<file path="src/rtl/inst_queue_pkg.sv">
// rtl/inst_queue_pkg.sv - shared widths, entry layout and dequeue clamp for the instruction queue
package inst_queue_pkg;

    localparam int PC_W     = 32;
    localparam int INST_W   = 32;
    localparam int IQ_DEPTH = 8;

    typedef struct packed {
        logic [PC_W-1:0]   pc;
        logic [PC_W-1:0]   npc;
        logic [INST_W-1:0] inst;
    } iq_entry_t;

    // req=3 is not a legal decode request and consumes nothing
    function automatic logic [1:0] deq_clamp(input logic [1:0] req, input logic [1:0] avail);
        if (req == 2'd3) return 2'd0;
        return (req < avail) ? req : avail;
    endfunction

endpackage

</file>
<file path="src/rtl/inst_queue.sv">
// rtl/inst_queue.sv - dual-issue circular instruction queue between fetch and decode
module inst_queue
    import inst_queue_pkg::*;
#(
    parameter int DEPTH = IQ_DEPTH
) (
    input  logic                       clk,
    input  logic                       rst,
    input  logic                       in1_valid,
    input  logic                       in2_valid,
    input  logic [PC_W-1:0]            in1_pc,
    input  logic [PC_W-1:0]            in1_npc,
    input  logic [INST_W-1:0]          in1_inst,
    input  logic [PC_W-1:0]            in2_pc,
    input  logic [PC_W-1:0]            in2_npc,
    input  logic [INST_W-1:0]          in2_inst,
    output logic                       in_ready,
    output logic                       out1_valid,
    output logic                       out2_valid,
    output logic [PC_W-1:0]            out1_pc,
    output logic [PC_W-1:0]            out1_npc,
    output logic [INST_W-1:0]          out1_inst,
    output logic [PC_W-1:0]            out2_pc,
    output logic [PC_W-1:0]            out2_npc,
    output logic [INST_W-1:0]          out2_inst,
    input  logic [1:0]                 deq_num,
    input  logic                       flush,
    output logic [$clog2(DEPTH):0]     count
);

    localparam int PW = $clog2(DEPTH);
    localparam int CW = PW + 1;

    iq_entry_t     mem [DEPTH];
    logic [PW-1:0] head;
    logic [PW-1:0] tail;
    logic [CW-1:0] count_q;
    logic [1:0]    wr_num;
    logic [1:0]    avail;
    logic [1:0]    deq_eff;
    iq_entry_t     head0;
    iq_entry_t     head1;

    // Readiness uses only the registered occupancy so fetch never depends on decode's same-cycle consume
    assign in_ready = (count_q <= CW'(DEPTH - 2));

    always_comb begin
        wr_num = 2'd0;
        if (in_ready && in1_valid) begin
            wr_num = in2_valid ? 2'd2 : 2'd1;
        end
        avail   = (count_q >= CW'(2)) ? 2'd2 : count_q[1:0];
        deq_eff = deq_clamp(deq_num, avail);
    end

    always_ff @(posedge clk or negedge rst) begin
        if (!rst) begin
            head    <= '0;
            tail    <= '0;
            count_q <= '0;
            for (int i = 0; i < DEPTH; i++) begin
                mem[i] <= '0;
            end
        end else if (flush) begin
            head    <= '0;
            tail    <= '0;
            count_q <= '0;
        end else begin
            if (wr_num != 2'd0) begin
                mem[tail] <= '{pc: in1_pc, npc: in1_npc, inst: in1_inst};
            end
            if (wr_num == 2'd2) begin
                mem[tail + PW'(1)] <= '{pc: in2_pc, npc: in2_npc, inst: in2_inst};
            end
            tail    <= tail + PW'(wr_num);
            head    <= head + PW'(deq_eff);
            count_q <= count_q + CW'(wr_num) - CW'(deq_eff);
        end
    end

    assign head0 = mem[head];
    assign head1 = mem[head + PW'(1)];

    assign count      = count_q;
    assign out1_valid = (count_q >= CW'(1));
    assign out2_valid = (count_q >= CW'(2));
    assign out1_pc    = head0.pc;
    assign out1_npc   = head0.npc;
    assign out1_inst  = head0.inst;
    assign out2_pc    = head1.pc;
    assign out2_npc   = head1.npc;
    assign out2_inst  = head1.inst;

endmodule

</file>
<file path="config.mk">
export PLATFORM = sky130hd
export DESIGN_NAME = inst_queue
export DESIGN_NICKNAME = d
export VERILOG_FILES = /design/src/rtl/inst_queue_pkg.sv /design/src/rtl/inst_queue.sv
export SDC_FILE = /design/constraint.sdc
export NUM_CORES = 2
export LEC_CHECK = 0
export ABC_CLOCK_PERIOD_IN_PS = 4900
export BUFFER_PORTS_ARGS = -buffer_cell sky130_fd_sc_hd__buf_2
export CAP_MARGIN = 40
export CORE_ASPECT_RATIO = 2
export CORE_UTILIZATION = 31
export CTS_CLUSTER_DIAMETER = 30
export DETAILED_ROUTE_END_ITERATION = 10
export PLACE_DENSITY = 0.46
export SETUP_SLACK_MARGIN = 0.2
export SLEW_MARGIN = 5
export SYNTH_ARGS = -nofsm -noshare
export SYNTH_HDL_FRONTEND = slang
export SYNTH_SLANG_ARGS = --single-unit
</file>
<file path="constraint.sdc">
create_clock -name clk -period 4.9 [get_ports clk]
set_input_delay 0.49 -clock clk [delete_from_list [all_inputs] [get_ports clk]]
set_output_delay 0.49 -clock clk [all_outputs]
set_load 0.02 [all_outputs]
</file>
# Yosys cells after proc, flatten, opt, wreduce, memory -nomap -nowiden
# Cells that the tools add are included.
[word_totals]
regBits = 778
wordCells = 78
in_bits = 199
[op_classes]
order_cmp = 10
add_sub_neg = 6
bitwise = 4
reduce_logical = 4
muxes = 25
n_eq_ne = 2
[op_table]
columns = ["operator", "count"]
rows = [
  ["768-bit two-way mux", 3],
  ["768-bit bitwise mux", 2],
  ["96-bit binary-select mux with 3-bit select", 2],
  ["96-bit demux with 3-bit select", 2],
  ["96-bit two-way mux", 6],
  ["4-bit greater-or-equal comparator, second input constant", 4],
  ["3-bit NOT with 4-bit output", 4],
  ["2-bit two-way mux", 6],
  ["4-bit by 1-bit < comparator with 1-bit output, second input constant", 2],
  ["3-bit by 1-bit adder with 3-bit output, second input constant", 2],
  ["3-bit by 2-bit adder with 3-bit output", 2],
  ["3-bit two-way mux", 2],
  ["4-bit by 2-bit adder with 4-bit output", 1],
  ["2-bit equality test, second input constant", 2],
  ["4-bit by 1-bit greater-or-equal comparator with 1-bit output, second input constant", 1],
  ["4-bit by 2-bit greater-or-equal comparator with 1-bit output, second input constant", 1],
  ["4-bit by 3-bit less-or-equal comparator with 1-bit output, second input constant", 1],
  ["4-bit two-way mux", 1],
  ["4-bit by 2-bit subtractor with 4-bit output", 1],
  ["1-bit logical AND", 3],
  ["2-bit < comparator", 1],
  ["2-bit nonzero test", 1],
  ["1-bit two-way mux", 1],
]

# Logic depth before layout (Yosys ltp)
[depth]
depth_word = 10
ltp_mapped = 14

# Worst setup path before layout
# Ideal clock, no wire load.
[synth_timing]
kind = "register to register"
from = "register count_q[3] (netlist: count[3])"
to = "register count_q[3] (netlist: count[3])"
path_slack_ns = 2.024
arrival_time_ns = 2.744
stages_incl_launch_ff = 13
setup_time_ns = 0.132
required_time_ns = 4.768
n_path_buf = 0
path_cell_list = "dfrtp_1 inv_1 ha_1 and3_1 nor2_1 nand3_1 fa_1 inv_1 ha_1 a21o_1 a21oi_1 xnor2_1 nor2_1"
[synth_via]
elab_cells_between_ends = 11
cone_classes = "2 x add/sub; 3 x order compare; 5 x mux; 1 x reduce/logical"
[synth_rtl]
columns = ["item", "line", "text"]
rows = [
  ["start, declared", "inst_queue.sv:37", "logic [CW-1:0] count_q;"],
  ["start signal, assigned", "inst_queue.sv:77", "count_q <= count_q + CW'(wr_num) - CW'(deq_eff);"],
  ["4-bit by 3-bit less-or-equal comparator with 1-bit output", "inst_queue.sv:45", "assign in_ready = (count_q <= CW'(DEPTH - 2));"],
  ["named net in_ready", "inst_queue.sv:17", "output logic in_ready,"],
  ["1-bit logical AND", "inst_queue.sv:49", "if (in_ready && in1_valid) begin"],
  ["2-bit two-way mux", "inst_queue.sv:49", ""],
  ["4-bit by 2-bit adder with 4-bit output", "inst_queue.sv:77", ""],
  ["4-bit by 2-bit subtractor with 4-bit output", "inst_queue.sv:77", ""],
  ["4-bit two-way mux", "inst_queue.sv:64", "end else if (flush) begin"],
]
# The timed path passes the listed nets, and every way through them passes these cells.
# A chain may end at the register's enable or synchronous reset.

# Worst setup path in the final report
[layout_timing]
from = "register head[0]"
to = "output out2_inst[1]"
[layout_via]
elab_chain_len = 5
[layout_rtl]
columns = ["item", "line", "text"]
rows = [
  ["start, declared", "inst_queue.sv:35", "logic [PW-1:0] head;"],
  ["start signal, assigned", "inst_queue.sv:76", "head <= head + PW'(deq_eff);"],
  ["3-bit by 1-bit adder with 3-bit output", "inst_queue.sv:82", "assign head1 = mem[head + PW'(1)];"],
  ["3-bit NOT with 4-bit output (implied by the code)", "inst_queue.sv:82", ""],
  ["96-bit binary-select mux with 3-bit select", "inst_queue.sv:82", ""],
  ["96-bit two-way mux (implied by the code) (2 in a row)", "inst_queue.sv:82", ""],
  ["end, declared", "inst_queue.sv:25", "output logic [INST_W-1:0] out2_inst,"],
]
# No other way between the ends. The select of a mux whose other input is x is not followed.

==> flow_results.org <==
** Run status
- The run finished with clean final reports.

** Pwr
- For this design the static power due to leakage is 0.02302 uW.
- VDD sags by at most 0.0004401 V.
- Power density cells :: 708.1 mW/mm2

** Critical path
- Critical path arrival :: 3.79 ns
- Critical path, cell by cell :: ha_4 > buf_12 > buf_4 > mux4_2 > mux2_2 > buf_2
- Worst Path Required :: 4.41 ns
- Critical path capture point type :: output pin
- By startpoint and endpoint, the worst setup path is classified as reg -> out.
- On the critical path, the stage with the largest delay is an instance of dfrtp_4.
- Type of origin of the critical path :: flip-flop
- Combined buffer and inverter count along the critical path :: 3
- In this run the worst path has a maximum fanout of 27.
- The largest single stage delay on the critical path is 0.68 ns.
- Grouping stages by cell kind, the critical path spends the most delay in multiplexers.

** Logic synthesis
- Most instantiated flip-flop cell in the synthesis netlist :: dfrtp_1
- After synthesis the netlist holds a flip-flop and latch count of 778.
- Share of the yosys chip area belonging to registers :: 42.91%
- Cell Area, Synth :: 0.04537 mm2
- Number of enable-type register cells in the synthesized netlist :: 0
- The number of nets in the synthesized netlist is 3,931.
- Avg Inst Size Synth :: 12.20 um2
- Fraction of registers with async set/reset :: 100.0%
- The Yosys step of the flow raised 0 warnings.
- Count of mapped cells out of synthesis :: 3,718
- The number of different library cells used by synthesis comes to 49.

** Place
- The HPWL after detailed placement is 119,300 um.
- Final estimated routing congestion in global placement :: 0.7932
- Port Buffers :: 397
- Standard cell area after detailed placement :: 0.04984 mm2

** Timing
- For the pin with the worst max-slew slack, the measured transition is 0.9472 ns.
- Dividing the final minimum period by the clock period gives 87.28%.
- The worst pin sits at a relative slew slack of 36.85%.
- Fmax :: 233.8 MHz
- Shortest clock period the worst path allows after layout :: 4.277 ns
- Hold Violations, Final :: 0
- Setup repair after global routing left no endpoint under its margin.
- Final-report setup violation count :: 0
- Accumulated negative setup slack :: 0 ns
- Between clock sinks in the finished design, the worst skew comes to 0.04694 ns.
- The count of pins over their slew limit came to 0.

** Global routing
- Maximum number of pins on one net before global-route repair :: 143
- Number of antenna violations at the first check in global routing :: 35
- After global routing the overflow that remains totals 0.
- The via count of the first global-routing pass came to 41.26k.
- First-pass GRT wire length :: 302,400 um
- GRT Resource Usage Total :: 28.03%

** Final layout
- The multi-input combinational cells in the finished layout cover a total of 0.02214 mm2.
- In the layout the commonest cells are dfrtp_1 (775), inv_1 (582), a222oi_1 (558), buf_2 (395), mux4_2 (384).
- Post-layout nets :: 4,199
- Ratio of cells with drive above 1 in the final layout :: 38.96%
- Most common cell after layout, fill and taps aside :: dfrtp_1
- The finished cells cover 0.05568 mm2.
- Across the whole layout, storage elements account for 0.01948 mm2.
- Counting the fill cells in the layout gives 14.00k.
- Area Growth Syn to Fin :: 22.74%

** Floorplan
- In this run the vertical extent of the chip is 543.0 um.
- Measured along the x axis, the die boundary spans 272.5 um.
- Initial cell density of the core :: 31.20%
- After floorplanning, the core was sized to cover 0.1454 mm2.
- The die covers 0.1480 mm2.
- Cell row count :: 198
- Top Ports :: 398

** Drt
- Number of remaining DRC errors :: 0
- The detailed router placed 38.70k vias in this run.
- The routed design has 208,700 um of wire.
- Pre-antenna DRT Iters :: 10
- Post-detailed-route wirelength per cell :: 34.59 um
- Iteration-0 DRC Markers :: 5,414
- The count of nets left with antenna violations once routing finished came out at 0.
- After detailed routing, the number of vias per cell comes to 6.415.

** Clocking
- Number of buffers added by the clock tree synthesis step :: 160
- The cell sitting at the root of the clock tree is a clkbuf_16.
- Post-cts sizing count :: 0
- The clock tree synthesis step divided the H-tree into 4 levels.
- At the later pin of the worst-skew pair, clock insertion delay measures 0.83 ns.
- The clock passes through at most 3 buffers.
- CTS saw 778 sinks.
- After clock tree synthesis, the clock-pin slew on the worst setup and hold paths is 0.06 ns.
- The number of setup buffers added after CTS is 0.
- CTS tree :: yes

** Job
- Number of maximum-capacitance constraint violations :: 0

** Hold path
- The min-delay analysis places its worst path in the category in -> reg.
timing repair:
action	4_1_cts	5_1_grt
hold endpoints to repair	74	0
setup endpoints to repair	0	0
hold buffers	1	0
power by group:
part / switching (uW) / internal (uW) / total (uW)
Combinational: 8540 / 8230 / 16800
Clock: 4120 / 7570 / 11700
Sequential: 2130 / 8850 / 11000
Total: 14800 / 24700 / 39400
path summary, 6_finish.rpt:
kind | from | end | slack [ns] | cells after the start
max in group asynchronous | rst | mem[135] | 3.20 | 4
hold reg to reg | mem[415] | mem[415] | 0.54 | 2
setup / recovery | head[0] | out2_inst[1] | 0.62 | 6
hold / removal | in1_npc[14] | mem[622] | 0.05 | 3
setup reg to reg | tail[1] | mem[366] | 1.73 | 6
min in group asynchronous | rst | mem[541] | 0.35 | 2
layer usage:
layer / vias up / wire [um] / GRT usage (%)
li1: 15430 / - / -
met1: 20560 / 78030 / 33.74
met4: 42 / 8607 / 12.43
met3: 514 / 17480 / 5.617
met2: 2149 / 104300 / 48.04
met5: - / 286 / 0
tightest hold or removal path, delay by kind of cell:
| family | cells | cell delay, ns |
|---|---|---|
| buffers and inverters | 1 | 0.08 |
| AOI/OAI and AO/OA | 1 | 0.16 |
| and+or+nand+nor | 1 | 0.11 |
synthesized netlist by cell type (7+ instances only):
library cell    n  area share, %
clkbuf_1      222            1.8
buf_4           7           0.12
a21oi_1         7          0.077
buf_2         139            1.5
mux4_2        384             19
nand2_1        11          0.091
o221a_1        90            2.2
dfrtp_1       778             43
or2_2          98            1.4
nor2b_1        10           0.14
nor2_1        203            1.7
a221oi_1       18           0.35
ha_1           10           0.28
nand3_1       196            2.2
a222oi_1      558             12
o221a_2       102            2.5
mux2_2        192            4.8
buf_1          37           0.31
inv_1         582            4.8
and3_1         14           0.19
registers in the layout (all words and copies together) (netlist names):
signal and flops:
head 3, mem 768, count 4, tail 3
final cells by class:
| class | count | area share (%) |
|---|---|---|
| multi-input cells | 1947 | 39.75 |
| flip-flops and latches | 778 | 34.98 |
| clock buffers | 214 | 8.206 |
| repair buffers | 516 | 6.593 |
| well taps | 1900 | 4.269 |
| inverters | 583 | 3.930 |
| clock inverters | 82 | 2.215 |
| diodes | 12 | 0.05393 |
through the flow:
step           hold WS [ns]  power [uW]  cells  setup WS (ns)  util (%)
2_1_floorplan        0.1944       22060   3718          2.024         -
3_3_place_gp         0.5253       27620   5711          1.400     34.07
3_5_place_dp         0.5345       27860   5723          1.368     34.27
4_1_cts            0.007836       39690   6020         0.5195     38.27
5_1_grt             0.05585       41190   6024         0.4635     38.28
6_report            0.05129       39430   6032         0.6234     38.29
cells by family (layout without fill, tap and decap cells):
kind of cell             after synthesis  count (layout)  synth area share [%]
multiplexers                         576             576                 23.83
AND/OR/NAND/NOR                      560             560                 6.092
adder cells (fa/ha/maj)               14              14                0.4523
AO/OA/AOI/OAI                        789             789                 17.77
other                                  0              12                     0
buffers and inverters                993            1395                 8.739
XOR/XNOR                               8               8                0.2124
flip-flops                           778             778                 42.91
Note: power is estimated with default switching activity, not from simulation.
